$ cat src/rtl/cdc_fifo_bridge.sv
// CPU memory-mapped bridge to the USB_CDC byte streams: IN FIFO (CPU -> host), OUT FIFO
// (host -> CPU), threshold interrupts, sticky OVF/UDF flags and flush via four registers.
module cdc_fifo_bridge #(
  parameter int unsigned IN_DEPTH  = 16,
  parameter int unsigned OUT_DEPTH = 16
) (
  input  logic        clk_i,
  input  logic        rstn_i,
  input  logic        sel_i,
  input  logic        read_i,
  input  logic        write_i,
  input  logic [1:0]  addr_i,
  input  logic [31:0] data_i,
  output logic [31:0] data_o,
  output logic        in_irq_o,
  output logic        out_irq_o,
  output logic [7:0]  in_data_o,
  output logic        in_valid_o,
  input  logic        in_ready_i,
  input  logic [7:0]  out_data_i,
  input  logic        out_valid_i,
  output logic        out_ready_o
);

  localparam int unsigned IN_AW  = $clog2(IN_DEPTH);
  localparam int unsigned IN_CW  = IN_AW + 1;
  localparam int unsigned OUT_AW = $clog2(OUT_DEPTH);
  localparam int unsigned OUT_CW = OUT_AW + 1;

  localparam logic [1:0] A_DATA   = 2'd0;
  localparam logic [1:0] A_STATUS = 2'd1;
  localparam logic [1:0] A_CTRL   = 2'd2;
  localparam logic [1:0] A_CLR    = 2'd3;

  logic [7:0]        in_mem [IN_DEPTH];
  logic [IN_AW-1:0]  in_wr_ptr, in_rd_ptr;
  logic [IN_CW-1:0]  in_count, in_count_next;
  logic [7:0]        out_mem [OUT_DEPTH];
  logic [OUT_AW-1:0] out_wr_ptr, out_rd_ptr;
  logic [OUT_CW-1:0] out_count, out_count_next;

  logic [7:0] out_thr, in_thr;
  logic       out_irq_en, in_irq_en;
  logic       ovf, udf;

  logic rd_c, wr_c, rd_data_c, wr_data_c, wr_ctrl_c, wr_clr_c;
  logic in_full_c, in_empty_c, out_full_c, out_empty_c;
  logic in_push_c, in_pop_c, in_flush_c, out_push_c, out_pop_c, out_flush_c;
  logic [7:0]  out_thr_eff_c, in_thr_eff_c;
  logic [8:0]  in_space_c;
  logic [31:0] rdata_c;
  logic        unused_bits_c;

  assign rd_c      = sel_i & read_i;
  assign wr_c      = sel_i & write_i;
  assign rd_data_c = rd_c & (addr_i == A_DATA);
  assign wr_data_c = wr_c & (addr_i == A_DATA);
  assign wr_ctrl_c = wr_c & (addr_i == A_CTRL);
  assign wr_clr_c  = wr_c & (addr_i == A_CLR);
  assign unused_bits_c = ^data_i[31:20];

  assign in_full_c   = (in_count == IN_CW'(IN_DEPTH));
  assign in_empty_c  = (in_count == '0);
  assign out_full_c  = (out_count == OUT_CW'(OUT_DEPTH));
  assign out_empty_c = (out_count == '0);

  assign in_valid_o  = ~in_empty_c;
  assign in_data_o   = in_mem[in_rd_ptr];
  assign out_ready_o = ~out_full_c;

  // Full/empty gating always uses the pre-edge count; flush overrides both sides.
  assign in_push_c   = wr_data_c & ~in_full_c;
  assign in_pop_c    = in_valid_o & in_ready_i;
  assign in_flush_c  = wr_ctrl_c & data_i[18];
  assign out_push_c  = out_valid_i & out_ready_o;
  assign out_pop_c   = rd_data_c & ~out_empty_c;
  assign out_flush_c = wr_ctrl_c & data_i[19];

  always_comb begin
    in_count_next = in_count;
    if (in_flush_c)                 in_count_next = '0;
    else if (in_push_c && !in_pop_c) in_count_next = in_count + IN_CW'(1);
    else if (!in_push_c && in_pop_c) in_count_next = in_count - IN_CW'(1);
  end

  always_comb begin
    out_count_next = out_count;
    if (out_flush_c)                   out_count_next = '0;
    else if (out_push_c && !out_pop_c) out_count_next = out_count + OUT_CW'(1);
    else if (!out_push_c && out_pop_c) out_count_next = out_count - OUT_CW'(1);
  end

  // A zero threshold behaves as one.
  assign out_thr_eff_c = (out_thr == 8'd0) ? 8'd1 : out_thr;
  assign in_thr_eff_c  = (in_thr == 8'd0) ? 8'd1 : in_thr;
  assign in_space_c    = 9'(IN_DEPTH) - 9'(in_count_next);

  always_comb begin
    rdata_c = '0;
    case (addr_i)
      A_DATA:   rdata_c = out_empty_c ? 32'd0 : {24'd0, out_mem[out_rd_ptr]};
      A_STATUS: rdata_c = {10'd0, udf, ovf, out_empty_c, out_full_c, in_empty_c, in_full_c,
                           8'(in_count), 8'(out_count)};
      A_CTRL:   rdata_c = {14'd0, in_irq_en, out_irq_en, in_thr, out_thr};
      A_CLR:    rdata_c = '0;
      default:  rdata_c = '0;
    endcase
  end

  // Payload storage carries no reset.
  always_ff @(posedge clk_i) begin
    if (in_push_c && !in_flush_c)   in_mem[in_wr_ptr]   <= data_i[7:0];
    if (out_push_c && !out_flush_c) out_mem[out_wr_ptr] <= out_data_i;
  end

  always_ff @(posedge clk_i or negedge rstn_i) begin
    if (!rstn_i) begin
      in_wr_ptr  <= '0;
      in_rd_ptr  <= '0;
      in_count   <= '0;
      out_wr_ptr <= '0;
      out_rd_ptr <= '0;
      out_count  <= '0;
    end else begin
      in_count  <= in_count_next;
      out_count <= out_count_next;
      if (in_flush_c) begin
        in_wr_ptr <= '0;
        in_rd_ptr <= '0;
      end else begin
        if (in_push_c) in_wr_ptr <= in_wr_ptr + IN_AW'(1);
        if (in_pop_c)  in_rd_ptr <= in_rd_ptr + IN_AW'(1);
      end
      if (out_flush_c) begin
        out_wr_ptr <= '0;
        out_rd_ptr <= '0;
      end else begin
        if (out_push_c) out_wr_ptr <= out_wr_ptr + OUT_AW'(1);
        if (out_pop_c)  out_rd_ptr <= out_rd_ptr + OUT_AW'(1);
      end
    end
  end

  // Control, sticky flags, read data and interrupts.
  always_ff @(posedge clk_i or negedge rstn_i) begin
    if (!rstn_i) begin
      out_thr    <= 8'd1;
      in_thr     <= 8'd1;
      out_irq_en <= 1'b0;
      in_irq_en  <= 1'b0;
      ovf        <= 1'b0;
      udf        <= 1'b0;
      data_o     <= '0;
      in_irq_o   <= 1'b0;
      out_irq_o  <= 1'b0;
    end else begin
      if (wr_ctrl_c) begin
        out_thr    <= data_i[7:0];
        in_thr     <= data_i[15:8];
        out_irq_en <= data_i[16];
        in_irq_en  <= data_i[17];
      end
      ovf <= (wr_data_c & in_full_c) | (ovf & ~(wr_clr_c & data_i[0]));
      udf <= (rd_data_c & out_empty_c) | (udf & ~(wr_clr_c & data_i[1]));
      if (rd_c) data_o <= rdata_c;
      out_irq_o <= out_irq_en & (9'(out_count_next) >= 9'(out_thr_eff_c));
      in_irq_o  <= in_irq_en & (in_space_c >= 9'(in_thr_eff_c));
    end
  end

endmodule

$ cat config.mk
export PLATFORM = sky130hd
export DESIGN_NAME = cdc_fifo_bridge
export DESIGN_NICKNAME = d
export VERILOG_FILES = /design/src/rtl/cdc_fifo_bridge.sv
export SDC_FILE = /design/constraint.sdc
export NUM_CORES = 1
export LEC_CHECK = 0
export ABC_AREA = 1
export CORE_ASPECT_RATIO = 0.7
export CORE_MARGIN = 10
export CORE_UTILIZATION = 55
export CTS_BUF_LIST = sky130_fd_sc_hd__clkbuf_8
export DETAILED_ROUTE_END_ITERATION = 7
export GPL_TIMING_DRIVEN = 0
export HOLD_SLACK_MARGIN = 0.08
export PLACE_DENSITY_LB_ADDON = 0.05
export REMOVE_ABC_BUFFERS = 1
export SYNTH_ARGS = -nofsm -noshare
export SYNTH_HDL_FRONTEND = slang
export SYNTH_SLANG_ARGS = --single-unit
$ cat constraint.sdc
create_clock -name clk_i -period 2.7 [get_ports clk_i]
set_input_delay 0.81 -clock clk_i [delete_from_list [all_inputs] [get_ports clk_i]]
set_output_delay 0.81 -clock clk_i [all_outputs]
set_load 0.03 [all_outputs]
==> results of run 1 <==
-- through the flow --
step | power, uW | cells | utilization [%] | hold slack (ns) | setup WS [ns]
floorplan | 9720 | 1125 | - | 0.4642 | -0.9523
global placement | 11660 | 1520 | 59.54 | 0.4662 | -3.203
detailed placement | 11830 | 1524 | 59.90 | 0.4643 | -2.083
CTS | 17040 | 1676 | 67.86 | 0.1042 | -0.3919
global route | 18590 | 1690 | 69.13 | 0.1083 | -0.4699
finish | 17640 | 1690 | 69.13 | 0.1258 | -0.3956
-- Yosys cell counts, types with 5 or more instances --
cell	count
a21oi_1	18
nor3_1	7
nand2_1	113
o31ai_1	5
inv_2	6
buf_4	11
edfxtp_1	256
o22ai_1	24
nor2_4	6
nand4_1	8
o21ai_0	176
o211ai_1	11
inv_1	66
nor2_1	173
clkbuf_1	53
nand2_2	10
ha_1	27
o221ai_1	48
nand3_1	56
dfrtp_1	68
-- worst register-to-register path, stage by stage, from the launching register on --
cell and delay (ns):
dfrtp_1 0.45, nor2_4 0.20, nand3_4 0.12, nand2_8 0.11, inv_6 0.05, nand2_4 0.07
nand2_2 0.05, nand2_1 0.06, nand2_1 0.06, nand2_2 0.10, ha_4 0.15, nand2_2 0.05
inv_2 0.05, nand2_2 0.06, xnor2_2 0.13, ha_1 0.32, nand4_1 0.13, o221ai_2 0.17
nand2_1 0.12, o31ai_4 0.07, nand3_2 0.09, a21oi_2 0.13
-- logic make-up (layout without fill, tap and decap cells) --
group / count (synthesis) / in the layout
DFF: 326 / 326
muxes: 3 / 3
other: 1 / 10
adders and majority gates: 27 / 27
AOI/OAI and AO/OA: 295 / 295
xor gates and xnor gates: 3 / 3
buffers and inverters: 144 / 316
and+or+nand+nor: 384 / 385
-- layer usage --
layer	vias to the layer above	global-route usage, %	routed length (um)
li1	4565	-	-
met1	4919	34.26	16890
met2	443	31.43	15960
met3	39	6.963	3986
met4	0	5.364	476
met5	-	0	0
-- area by class of cell --
| cell class | count | area share, % |
|---|---|---|
| Inverter | 77 | 1.997 |
| Clock buffer | 49 | 3.943 |
| Timing Repair inverter | 2 | 0.07315 |
| Clock inverter | 41 | 1.192 |
| Tap cell | 325 | 2.377 |
| Sequential cell | 326 | 55.31 |
| Timing Repair Buffer | 147 | 9.341 |
| Multi-Input combinational cell | 723 | 25.76 |
-- report_power, final --
part / switching [uW] / leakage (uW) / total (uW) / internal [uW]
registers: 664 / 0.00317 / 6610 / 5950
logic: 4370 / 0.00260 / 7320 / 2950
clock network: 1910 / 0.000498 / 3710 / 1800
total: 6940 / 0.00627 / 17600 / 10700
-- worst paths after layout --
| path | end | slack (ns) | cells after the start |
|---|---|---|---|
| max | in_data_o[7] | -0.40 | 9 |
| min | in_rd_ptr[3]$_DFFE_PN0P_ | 0.13 | 1 |
| max reg2reg | in_irq_o$_DFF_PN0_ | -0.12 | 21 |
| min reg2reg | data_o[19]$_DFFE_PN0P_ | 0.49 | 2 |
| max in group asynchronous | out_thr[0]$_DFFE_PN1N_ | 1.96 | 2 |
| min in group clk_i | data_o[19]$_DFFE_PN0P_ | 0.49 | 2 |
-- flip-flops by register name (all words and copies together) (netlist names) --
signal      cells
in_wr_ptr       4
in_rd_ptr       4
in_count        5
in_thr          8
out_thr         8
ovf             1
out_wr_ptr      4
out_count       5
data_o         22
out_irq_en      1
in_mem        128
in_irq_en       1
out_irq_o       1
udf             1
out_mem       128
in_irq_o        1
out_rd_ptr      4
-- repair_timing --
item                                    CTS  global route
pin swaps                                52            49
endpoints found under the setup margin  171            20
setup buffers                            51            13
resized for setup                       191            44
cloned                                   11             1
==> results_dict.tcl, run 1 <==
set metrics [dict create \
    violations "negative setup slack" \
    p_per_area_nw_per_um2 1031 \
    rsz0062_at_grt "yes" \
    synth_cell_types 44 \
    io_pins 93 \
    fin_ws_ns -0.3956 \
    synth_seq_cells 326 \
    netlist.top_cell.by_area "edfxtp_1" \
    crit_buf_inv 5 \
    final_design_area_no_fill_um2 17110 \
    path_cells "buf_16 -> inv_16 -> buf_12 -> buf_16 -> nor2_2 -> o22ai_2 -> o211ai_1 -> nand2_1 -> buf_6" \
    final_cell_mix "256 x edfxtp_1, 165 x nor2_1, 152 x o21ai_0" \
    cts_tree "yes" \
    grt_max_degree 63 \
    leakagePower_uw 0.006274 \
    clk_latency_ns 0.59 \
    async_flop_share_pct 21.47 \
    synth_top_area_share_pct 55.31 \
    crit_path_end_kind "primary output" \
    h-tree-depth 2 \
    critPathArrivalTime_ns 2.29 \
    cpMaxStageDelayCell "dfrtp_4" \
    vdd_ir_drop_max_mv 0.6100 \
    nets 1401 \
    grtUsageTotal_pct 22.81 \
    post_route_cells_drive_above_1_share_pct 20.88 \
    dieArea_um2 32130 \
    routed_wl_um 37310 \
    setup_violations 10 \
    finalHoldViolations 0 \
    finalCriticalPeriod_ns 3.096 \
    synth_compound_area_share_pct 12.68 \
    fillers 1791 \
    finalCritPeriodShare_pct 114.7 \
    r2r_start "in_count[3]$_DFF_PN0_" \
    root_buffer "clkbuf_8" \
    grt_pass1_vias 9574 \
    cap_viol_max_count 0 \
    dp_hpwl_um 21210 \
    yosys.area_share.adder_pct 2.431 \
    coreArea_um2 24740 \
    initial_utilization_pct 56.17 \
    die_w_um 210 \
    critical-path-top-delay-family "buffers and inverters" \
    layout_commonest_cell "edfxtp_1" \
    ys.warnings.count 0 \
    cpPeakStageDelay_ns 0.51 \
    avgRoutedWirePerCell_um 22.08 \
    startpoint_type "register" \
    required_ns 1.89 \
    synth_xor_area_share_pct 0.1891 \
    clockBufferDepth 3 \
    hold_path.class "in2async" \
    syn_inst 1183 \
    holdBufCountCts 0 \
    clk_pin_slew_ns 0.06 \
    dr.pass1.iters 5 \
    critPathKind "reg2out" \
    drtIter0Drc 1036 \
    outcome "finished with violations" \
    via_count 9966 \
    rows 48 \
    synth_top_family_by_area "compound AO/OA/AOI/OAI gates" \
    routed_via_density 5.897 \
    synth_area_per_cell_um2 11.75 \
    finClkSkew_ns 0.03097 \
    synth_mux_area_share_pct 0.2161 \
    cts_buffers 48 \
    dpl_cell_area_um2 14820 \
    netlist_area_um2 13900 \
    route.detailed.drc 0 \
    antenna_found_initial 0 \
    max-slew-margin-rel_pct 40.01 \
    multi_input_area_um2 4407 \
    crit_fanout 7 \
    io_buffers 70 \
    cts.sinks 326 \
    die_h_um 153 \
    synth_edf_count 256 \
    tightestPinTransition_ns 0.8965 \
    critPathLaunch "in_rd_ptr[0]$_DFFE_PN0P_" \
    globalplace.congestion 0.8476 \
    max_freq_mhz 323.0 \
    synth_top_flop_cell "edfxtp_1" \
    regArea_um2 9462 \
    cpMostUsedCell "buf_16" \
    ys_seq_area_share_pct 67.93 \
    grt-ovfl-total 0 \
    area_growth_syn_to_layout_pct 23.07 \
    final_max_slew_viol_count 0 \
    drtAntennaViolNets 0 \
    synthTopCellsByArea "edfxtp_1 55%, dfrtp_1 12%, o21ai_0 6.3%" \
    fin_tns_setup_ns -3.155 \
    n_antenna_cell 0 \
    yosys.area_share.simple_pct 12.20 \
    grt_pass1_wl_um 57110 \
]
Power figures use the tool's default switching activity.
==> run 2: changes to the inputs <==
CORE_UTILIZATION = 57   (was 55)
TNS_END_PERCENT = 1   (was not set)
clock period = 2.9 ns   (was 2.7 ns; I/O delays follow)
==> results_dict.tcl, run 2 (synthesized netlist as in run 1, its figures left out) <==
set metrics [dict create \
    initial_utilization_pct 58.36 \
    final_max_slew_viol_count 0 \
    holdBufCountCts 0 \
    routed_wl_um 35860 \
    dr.pass1.iters 5 \
    grt_pass1_vias 9132 \
    total_power_uw 15610 \
    max_freq_mhz 317.2 \
    fillers 1714 \
    final_design_area_no_fill_um2 16540 \
    critPathKind "reg2out" \
    required_ns 2.03 \
    dp_hpwl_um 20670 \
    clk_latency_ns 0.60 \
    finClkSkew_ns 0.03156 \
    leakagePower_uw 0.006121 \
    cts.sinks 326 \
    cts_buffers 48 \
    io_pins 93 \
    p_per_area_nw_per_um2 944.1 \
    fin_tns_setup_ns -1.709 \
    highest_layer "met4" \
    critPathArrivalTime_ns 2.28 \
    route.detailed.drc 0 \
    nets 1373 \
    dieArea_um2 31130 \
    max-slew-margin-rel_pct 27.09 \
    rows 47 \
    drtIter0Drc 1043 \
    fin_ws_ns -0.2525 \
    hold_path.class "in2async" \
    finalCritPeriodShare_pct 108.7 \
    top_regs "in_mem: 128 flops, out_mem: 128 flops, data_o: 22 flops" \
    io_buffers 70 \
    post_route_cells_drive_above_1_share_pct 15.65 \
    grt_max_degree 71 \
    finalCriticalPeriod_ns 3.153 \
    grt_pass1_wl_um 52560 \
    fin_hold_ws_ns 0.2904 \
    cap_viol_max_count 0 \
    n_antenna_cell 0 \
    grt-ovfl-total 0 \
    startpoint_type "register" \
    path_cells "clkinvlp_4 -> clkbuf_16 -> o21ai_1 -> o22ai_2 -> o211ai_1 -> nand2_1 -> buf_6" \
    pre_cts_slack_ns -2.007 \
    clockBufferDepth 3 \
    tightestPinTransition_ns 1.094 \
    finalHoldViolations 0 \
    vdd_ir_drop_max_mv 0.6326 \
    layout_commonest_cell "edfxtp_1" \
    coreArea_um2 23820 \
    area_growth_syn_to_layout_pct 18.99 \
    wl_met1_um 16440 \
    crit_path_end_kind "primary output" \
    clk_pin_slew_ns 0.07 \
    routed_via_density 5.927 \
    rsz0062_at_grt "yes" \
    setup_violations 11 \
    die_h_um 150.6 \
    outcome "finished with violations" \
    drtAntennaViolNets 0 \
    cts_tree "yes" \
    root_buffer "clkbuf_8" \
    grtUsageTotal_pct 21.97 \
    die_w_um 206.6 \
    cpPeakStageDelay_ns 0.52 \
    wl_met3_um 3972 \
    path_depth 7 \
    h-tree-depth 2 \
    r2r_cells 8 \
    final_cell_mix "256 x edfxtp_1, 171 x nor2_1, 164 x o21ai_0" \
    cpMaxStageDelayCell "dfrtp_4" \
    violations "negative setup slack" \
    globalplace.congestion 0.8538 \
    avgRoutedWirePerCell_um 21.78 \
    crit_buf_inv 3 \
    antenna_found_initial 0 \
    via_count 9762 \
    critical-path-top-delay-family "buffers and inverters" \
    crit_fanout 8 \
    met2_length_um 14900 \
    dpl_cell_area_um2 14810 \
]
-- run 2: path summary, 6_finish.rpt --
check | from | end | slack, ns
setup / recovery | in_rd_ptr[1]$_DFFE_PN0P_ | in_data_o[4] | -0.25
min in group clk_i | data_o[20]$_DFFE_PN0P_ | data_o[20]$_DFFE_PN0P_ | 0.49
setup reg to reg | out_rd_ptr[0]$_DFFE_PN0P_ | data_o[6]$_DFFE_PN0P_ | -0.09
max in group asynchronous | rstn_i | out_thr[0]$_DFFE_PN1N_ | 2.27
hold reg to reg | data_o[20]$_DFFE_PN0P_ | data_o[20]$_DFFE_PN0P_ | 0.49
hold / removal | rstn_i | data_o[9]$_DFFE_PN0P_ | 0.29
-- run 2: per-stage QoR --
stage | util [%] | instances
floorplan | - | 1125
global placement | 61.82 | 1513
detailed placement | 62.19 | 1517
CTS | 66.79 | 1612
global route | 69.44 | 1647
finish | 69.44 | 1647
-- run 2: timing repair --
item | 4_1_cts | 5_1_grt
setup endpoints to repair | 159 | 45
pin swaps | 3 | 28
buffers inserted | 9 | 28
gates cloned | 4 | 7
gates resized for setup | 57 | 101
-- run 2: worst register-to-register path, cell delays in order, from the launching register on --
cell and delay, ns:
dfrtp_2 0.53, buf_12 0.24, inv_2 0.83, o21ai_0 0.21, o22ai_1 0.21, nor2_1 0.06, o31ai_1 0.55, nand2_1 0.17
nand3_1 0.12
-- run 2: layout make-up --
cell class	count	area (um2)	share of cell area, %
multi-input combinational	724	4131	24.98
sequential	326	9455	57.18
clock inverter	29	155.1	0.9382
timing repair inverter	1	7.507	0.04540
clock buffer	53	729.5	4.411
timing repair buffer	119	1328	8.028
inverter	77	332.8	2.013
tap	318	397.9	2.406
-- run 2: layer usage --
metal / global-route usage [%] / up-vias
met2: 29.57 / 471
met4: 6.184 / 0
met1: 33.57 / 4737
li1: - / 4497
met3: 6.355 / 57
met5: 0 / -
-- run 2: power breakdown --
group | switching, uW | total (uW) | internal (uW)
clock network | 1740 | 3500 | 1760
registers | 608 | 6140 | 5530
logic | 3660 | 5970 | 2310
